<file path="src/rtl/uart_tx_param.sv">
// Parametrised UART transmitter with a one-entry holding buffer.
// Frame: start bit, DATA_BITS data bits (LSB first), optional parity bit,
// STOP_BITS stop bits. Every bit lasts exactly CLOCK_PER_BIT clock cycles.
// A word waiting in the buffer is loaded on the final stop edge, so frames
// can run back-to-back with no idle cycle between them.
//
// state    | meaning
// ---------+---------------------------------------------------------------
// S_IDLE   | line idle high, waiting for the holding buffer to fill
// S_START  | driving the start bit (low)
// S_DATA   | shifting out data bits, LSB first
// S_PARITY | driving the parity bit computed when the word was loaded
// S_STOP   | driving stop bit(s) high; reload or return to idle at the end
module uart_tx_param #(
  parameter int CLOCK_PER_BIT = 40,
  parameter int DATA_BITS     = 8,
  parameter int PARITY        = 0,
  parameter int STOP_BITS     = 1
) (
  input  logic                 i_clk,
  input  logic                 i_rst_n,
  input  logic                 i_valid,
  input  logic [DATA_BITS-1:0] i_data,
  output logic                 o_ready,
  output logic                 o_tx,
  output logic                 o_busy,
  output logic                 o_done
);

  if (CLOCK_PER_BIT < 2) begin : g_bad_cpb
    $error("uart_tx_param: CLOCK_PER_BIT must be >= 2");
  end
  if (DATA_BITS < 5 || DATA_BITS > 9) begin : g_bad_data_bits
    $error("uart_tx_param: DATA_BITS must be in 5..9");
  end
  if (PARITY < 0 || PARITY > 2) begin : g_bad_parity
    $error("uart_tx_param: PARITY must be 0 (none), 1 (odd) or 2 (even)");
  end
  if (STOP_BITS < 1 || STOP_BITS > 2) begin : g_bad_stop_bits
    $error("uart_tx_param: STOP_BITS must be 1 or 2");
  end

  localparam int CW = (CLOCK_PER_BIT > 1) ? $clog2(CLOCK_PER_BIT) : 1;
  localparam logic [CW-1:0] CNT_LAST  = CW'(CLOCK_PER_BIT - 1);
  localparam logic [3:0]    DATA_LAST = 4'(DATA_BITS - 1);
  localparam logic [3:0]    STOP_LAST = 4'(STOP_BITS - 1);

  typedef enum logic [2:0] {
    S_IDLE,
    S_START,
    S_DATA,
    S_PARITY,
    S_STOP
  } state_t;

  state_t               state_q, state_d;
  logic [CW-1:0]        cnt_q, cnt_d;
  logic [3:0]           idx_q, idx_d;
  logic [DATA_BITS-1:0] shift_q, shift_d;
  logic [DATA_BITS-1:0] buf_q, buf_d;
  logic                 full_q, full_d;
  logic                 par_q, par_d;
  logic                 tx_q, tx_d;
  logic                 done_q, done_d;
  logic                 bit_end;
  logic                 load;
  logic                 par_bit;

  assign bit_end = (cnt_q == CNT_LAST);

  // Parity of the buffered word, captured into par_q when the word is loaded.
  always_comb begin
    par_bit = (PARITY == 1) ? ~^buf_q : ^buf_q;
  end

  // Next-state logic: buffer fill, bit timing, shifting and frame sequencing.
  always_comb begin
    state_d = state_q;
    cnt_d   = cnt_q;
    idx_d   = idx_q;
    shift_d = shift_q;
    buf_d   = buf_q;
    full_d  = full_q;
    par_d   = par_q;
    tx_d    = tx_q;
    done_d  = 1'b0;
    load    = 1'b0;

    // Accept only into an empty buffer; load only from a full one, so the
    // two never coincide on the same edge.
    if (i_valid && !full_q) begin
      full_d = 1'b1;
      buf_d  = i_data;
    end

    case (state_q)
      S_IDLE: begin
        tx_d  = 1'b1;
        cnt_d = '0;
        idx_d = '0;
        if (full_q) begin
          load = 1'b1;
        end
      end
      S_START: begin
        if (bit_end) begin
          cnt_d   = '0;
          state_d = S_DATA;
          tx_d    = shift_q[0];
        end else begin
          cnt_d = cnt_q + CW'(1);
        end
      end
      S_DATA: begin
        if (bit_end) begin
          cnt_d   = '0;
          shift_d = shift_q >> 1;
          if (idx_q == DATA_LAST) begin
            idx_d = '0;
            if (PARITY != 0) begin
              state_d = S_PARITY;
              tx_d    = par_q;
            end else begin
              state_d = S_STOP;
              tx_d    = 1'b1;
            end
          end else begin
            idx_d = idx_q + 4'd1;
            tx_d  = shift_q[1];
          end
        end else begin
          cnt_d = cnt_q + CW'(1);
        end
      end
      S_PARITY: begin
        if (bit_end) begin
          cnt_d   = '0;
          idx_d   = '0;
          state_d = S_STOP;
          tx_d    = 1'b1;
        end else begin
          cnt_d = cnt_q + CW'(1);
        end
      end
      S_STOP: begin
        if (bit_end) begin
          cnt_d = '0;
          if (idx_q == STOP_LAST) begin
            done_d = 1'b1;
            idx_d  = '0;
            if (full_q) begin
              load = 1'b1;
            end else begin
              state_d = S_IDLE;
              tx_d    = 1'b1;
            end
          end else begin
            idx_d = idx_q + 4'd1;
          end
        end else begin
          cnt_d = cnt_q + CW'(1);
        end
      end
      default: begin
        state_d = S_IDLE;
        tx_d    = 1'b1;
      end
    endcase

    // Moving the buffered word into the shifter starts a new frame at once.
    if (load) begin
      shift_d = buf_q;
      par_d   = par_bit;
      full_d  = 1'b0;
      state_d = S_START;
      cnt_d   = '0;
      idx_d   = '0;
      tx_d    = 1'b0;
    end
  end

  // State and datapath registers; reset aborts any frame and empties the buffer.
  always_ff @(posedge i_clk or negedge i_rst_n) begin
    if (!i_rst_n) begin
      state_q <= S_IDLE;
      cnt_q   <= '0;
      idx_q   <= '0;
      shift_q <= '0;
      buf_q   <= '0;
      full_q  <= 1'b0;
      par_q   <= 1'b0;
      tx_q    <= 1'b1;
      done_q  <= 1'b0;
    end else begin
      state_q <= state_d;
      cnt_q   <= cnt_d;
      idx_q   <= idx_d;
      shift_q <= shift_d;
      buf_q   <= buf_d;
      full_q  <= full_d;
      par_q   <= par_d;
      tx_q    <= tx_d;
      done_q  <= done_d;
    end
  end

  assign o_ready = ~full_q;
  assign o_tx    = tx_q;
  assign o_busy  = (state_q != S_IDLE);
  assign o_done  = done_q;

endmodule

</file>
<file path="config.mk">
export PLATFORM = sky130hd
export DESIGN_NAME = uart_tx_param
export DESIGN_NICKNAME = d
export VERILOG_FILES = /design/src/rtl/uart_tx_param.sv
export SDC_FILE = /design/constraint.sdc
export NUM_CORES = 1
export LEC_CHECK = 0
export ABC_AREA = 0
export BUFFER_PORTS_ARGS = -buffer_cell sky130_fd_sc_hd__buf_4
export CORE_ASPECT_RATIO = 0.75
export CORE_MARGIN = 10
export CORE_UTILIZATION = 57
export CTS_CLUSTER_SIZE = 25
export DETAILED_ROUTE_END_ITERATION = 16
export GPL_ROUTABILITY_DRIVEN = 1
export PLACE_DENSITY = 0.77
export SYNTH_ARGS = -nofsm -noshare
export SYNTH_HDL_FRONTEND = slang
export SYNTH_SLANG_ARGS = --single-unit
</file>
<file path="constraint.sdc">
create_clock -name i_clk -period 2.4 [get_ports i_clk]
set_clock_uncertainty 0.15 [all_clocks]
set_input_delay 0.24 -clock i_clk [delete_from_list [all_inputs] [get_ports i_clk]]
set_output_delay 0.24 -clock i_clk [all_outputs]
set_load 0.005 [all_outputs]
</file>
==> impl_metrics.csv <==
group,metric,value,unit
placed_design,port_buffers,14,
clocking,clkLatencyLatePin,0.29,ns
clocking,tritoncts_buffer_count,5,
pwr,switchingPower,0.640,mW
clocking,cts.reportedPaths.clkPinSlew,0.07,ns
pwr,p_per_area,989,mW/mm^2
sta,finalSetupViolations,0,
cells_and_area,mostFrequentLayoutCells,"sky130_fd_sc_hd__dfrtp_1 (31), sky130_fd_sc_hd__buf_4 (17), sky130_fd_sc_hd__mux2_2 (16), sky130_fd_sc_hd__nand2_1 (10)",
setup_path,timing.critical_path.from_type,"flip-flop",
synth,syn_area,0.00173,sq mm
floorplan,floorplan.rows,17,
floorplan,initial_utilization,0.590,
sta,post-route-period-util,0.918,
global_routing,grt_max_degree,33,
sta,slew_headroom,0.622,
cells_and_area,design.final.nets,185,
floorplan,floorplan.io_pins,15,
routing,antenna_left,0,
cells_and_area,layout_stage_area_growth_over_the_synthesis_result,13.8,%
pwr,share_comb_of_total_power,0.349,
job,cap_viol_max_count,0,
clocking,clockRootBuffer,"sky130_fd_sc_hd__clkbuf_8",
clocking,hold_buffer_count_at_cts,1,
sta,final_max_slew_viol_count,0,
pwr,total_power,1.95,mW
pwr,seq_power_share,0.429,
pwr,p_leak,0.845,nW
sta,setup-tns-final,0,ns
synth,dominantRegCellSynth,"sky130_fd_sc_hd__dfrtp_1",
routing,drt_iter0_markers,209,
sta,hold_violation_total_from_the_final_report,0,
global_routing,global_route.usage.total,0.134,
routing,post_drt_via_cell_ratio,6.02,
placed_design,routabilityCongestion,0.917,
setup_path,reg2regPathDepth,6,
pwr,p_clk_frac,0.221,
routing,totalWireLength,3540,um
cells_and_area,final_layout_size_suffix_gt1_frac,0.326,
pwr,worst_ir_drop_vdd,0.676,mV
synth,postSynthRegisterBits,32,
sta,rsz_0062_raised_after_global_routing,"no",
hold_path,hold_path.class,"input pin to flip-flop",
floorplan,chipHeight,67.7,um
routing,wl_per_cell,16.9,um
clocking,cts_htree_levels,2,
cells_and_area,final_common_cell,"sky130_fd_sc_hd__dfrtp_1",
synth,syn_nets,167,
synth,asyncSetResetFlopFracSynth,1.00,
setup_path,worst_setup_path_end_kind,"flip-flop",
clocking,cts.repair.resized,0,
cells_and_area,diodes,0,
synth,mapped_cells,153,
routing,dr.pass1.iters,4,
setup_path,critPathArrivalTime,2.22,ns
floorplan,design.die.area,0.00567,sq mm
cells_and_area,filler_cell_count,228,
global_routing,globalRoute.totalOverflow,0,
synth,syn_area_per_cell,11.3,sq um
floorplan,die_x,83.6,um
clocking,post_cts_buffers,0,
cells_and_area,final_core_util,0.671,
routing,post-route-drc-count,0,
run_status,status,"complete, no violations",
synth,count_of_distinct_cell_types_in_the_synthesized_netlist,57,
placed_design,place_hpwl,2540,um
setup_path,worstSetupPathType,"flip-flop to flip-flop",
hold_path,hold-path-cell-count,2,
synth,synth-seq-area-share,0.463,
global_routing,antenna_found_initial,0,
clocking,cts-root-to-sink-buffers,2,
floorplan,core_area,0.00294,sq mm
setup_path,worstPathRequired,2.42,ns
global_routing,first_global_vias,1234,
pwr,power_switching_share,0.328,
clocking,cts_sinks,32,
sta,timing.final.crit_period,2.20,ns
setup_path,cp_max_fo,11,
synth,yosysWarningCount,0,
global_routing,wire_length_of_the_first_global_routing_pass,6010,um
sta,tightestPinTransition,0.563,ns
pwr,power_report.internal_total,1.31,mW
sta,achievable-frequency,454,MHz
routing,vias,1264,
synth,number_of_synthesized_flops_with_an_enable_pin,0,
clocking,cts_tree,"built",
[cell usage after synthesis, types with 2 or more instances]
cell                        n  area [sq um]
sky130_fd_sc_hd__a32o_1     2          20.0
sky130_fd_sc_hd__a21oi_1    5          25.0
sky130_fd_sc_hd__mux2_1     6          67.6
sky130_fd_sc_hd__o22ai_1    2          12.5
sky130_fd_sc_hd__o211ai_1   2          15.0
sky130_fd_sc_hd__a211oi_1   2          15.0
sky130_fd_sc_hd__inv_2      3          11.3
sky130_fd_sc_hd__nor2_1     6          22.5
sky130_fd_sc_hd__nor3_1     4          20.0
sky130_fd_sc_hd__nor2b_1    2          12.5
sky130_fd_sc_hd__o21a_1     3          22.5
sky130_fd_sc_hd__dfrtp_1   31           776
sky130_fd_sc_hd__ha_1       3          37.5
sky130_fd_sc_hd__o21ai_0    6          30.0
sky130_fd_sc_hd__mux2_2    16           180
sky130_fd_sc_hd__nand2_1   10          37.5
sky130_fd_sc_hd__buf_2      4          20.0
sky130_fd_sc_hd__a22o_1     2          17.5
sky130_fd_sc_hd__inv_1      4          15.0
sky130_fd_sc_hd__nand3b_1   2          15.0
sky130_fd_sc_hd__clkbuf_1   2          7.51
[registers in the layout, summed over array words and instances, names as in the netlist]
| name | count |
|---|---|
| full_q | 1 |
| o_done | 1 |
| o_tx | 1 |
| buf_q | 8 |
| idx_q | 4 |
| shift_q | 8 |
| state_q | 3 |
| cnt_q | 6 |
[kinds of logic after synthesis]
kind of cell	Yosys count	synth area share
fa+ha+maj	3	0.0217
compound gates	37	0.163
xor+xnor	1	0.00506
flops	32	0.463
buf+inv	14	0.0376
simple gates	43	0.160
mux	23	0.149
[worst max-delay path: stages, from the launching register on]
cell and delay [ns]:
sky130_fd_sc_hd__dfrtp_1 0.39, sky130_fd_sc_hd__inv_1 0.10, sky130_fd_sc_hd__ha_1 0.18, sky130_fd_sc_hd__nor3b_1 0.33
sky130_fd_sc_hd__a31o_2 0.28, sky130_fd_sc_hd__nand2_1 0.28, sky130_fd_sc_hd__mux2_2 0.38
[final timing paths]
| check | from | endpoint | slack (ns) |
|---|---|---|---|
| worst min register to register | buf_q[5]$_DFFE_PN0P_ | shift_q[5]$_DFFE_PN0P_ | 0.35 |
| max in group asynchronous | i_rst_n | o_tx$_DFFE_PN1P_ | 1.51 |
| worst max register to register | idx_q[0]$_DFFE_PN0P_ | shift_q[3]$_DFFE_PN0P_ | 0.20 |
| worst min-delay path | i_valid | full_q$_DFFE_PN0P_ | 0.009 |
| worst max-delay path | idx_q[0]$_DFFE_PN0P_ | shift_q[3]$_DFFE_PN0P_ | 0.20 |
| min in group asynchronous | i_rst_n | buf_q[1]$_DFFE_PN0P_ | 0.27 |
[power groups by stage]
stage / clock network [mW] / registers, mW / logic (mW)
after global placement: 0 / 0.835 / 0.645
final: 0.431 / 0.837 / 0.681
after global routing: 0.468 / 0.857 / 0.761
after floorplan: 0 / 0.813 / 0.525
after CTS: 0.438 / 0.837 / 0.684
after detailed placement: 0 / 0.846 / 0.680
[layout make-up]
cell class                      count  area (sq um)  share of cell area
Clock inverter                      2          10.0             0.00508
Clock buffer                        6          82.6              0.0419
Timing Repair Buffer               18           138              0.0698
Sequential cell                    32           802               0.407
Multi-Input combinational cell    107           865               0.439
Tap cell                           38          47.5              0.0241
Inverter                            7          26.3              0.0133
[routing by layer]
metal,track usage,vias to the layer above,share of wire
met1,0.175,610,0.48
met3,0.0577,4,0.063
met5,0,-,0
met2,0.192,50,0.45
met4,0.0542,0,0.0079
li1,-,600,-
[per-stage QoR]
stage                     hold WS, ns  setup slack (ns)  instances  area, sq um
final                         0.00856             0.196        210         1970
after global routing          0.00604            0.0181        210         1970
after CTS                     0.00361             0.204        210         1970
after detailed placement       0.0514             0.227        201         1870
after global placement         0.0420             0.312        201         1870
after floorplan                -0.206             0.436        153         1730
No activity file was read; power rests on OpenSTA's default activity.
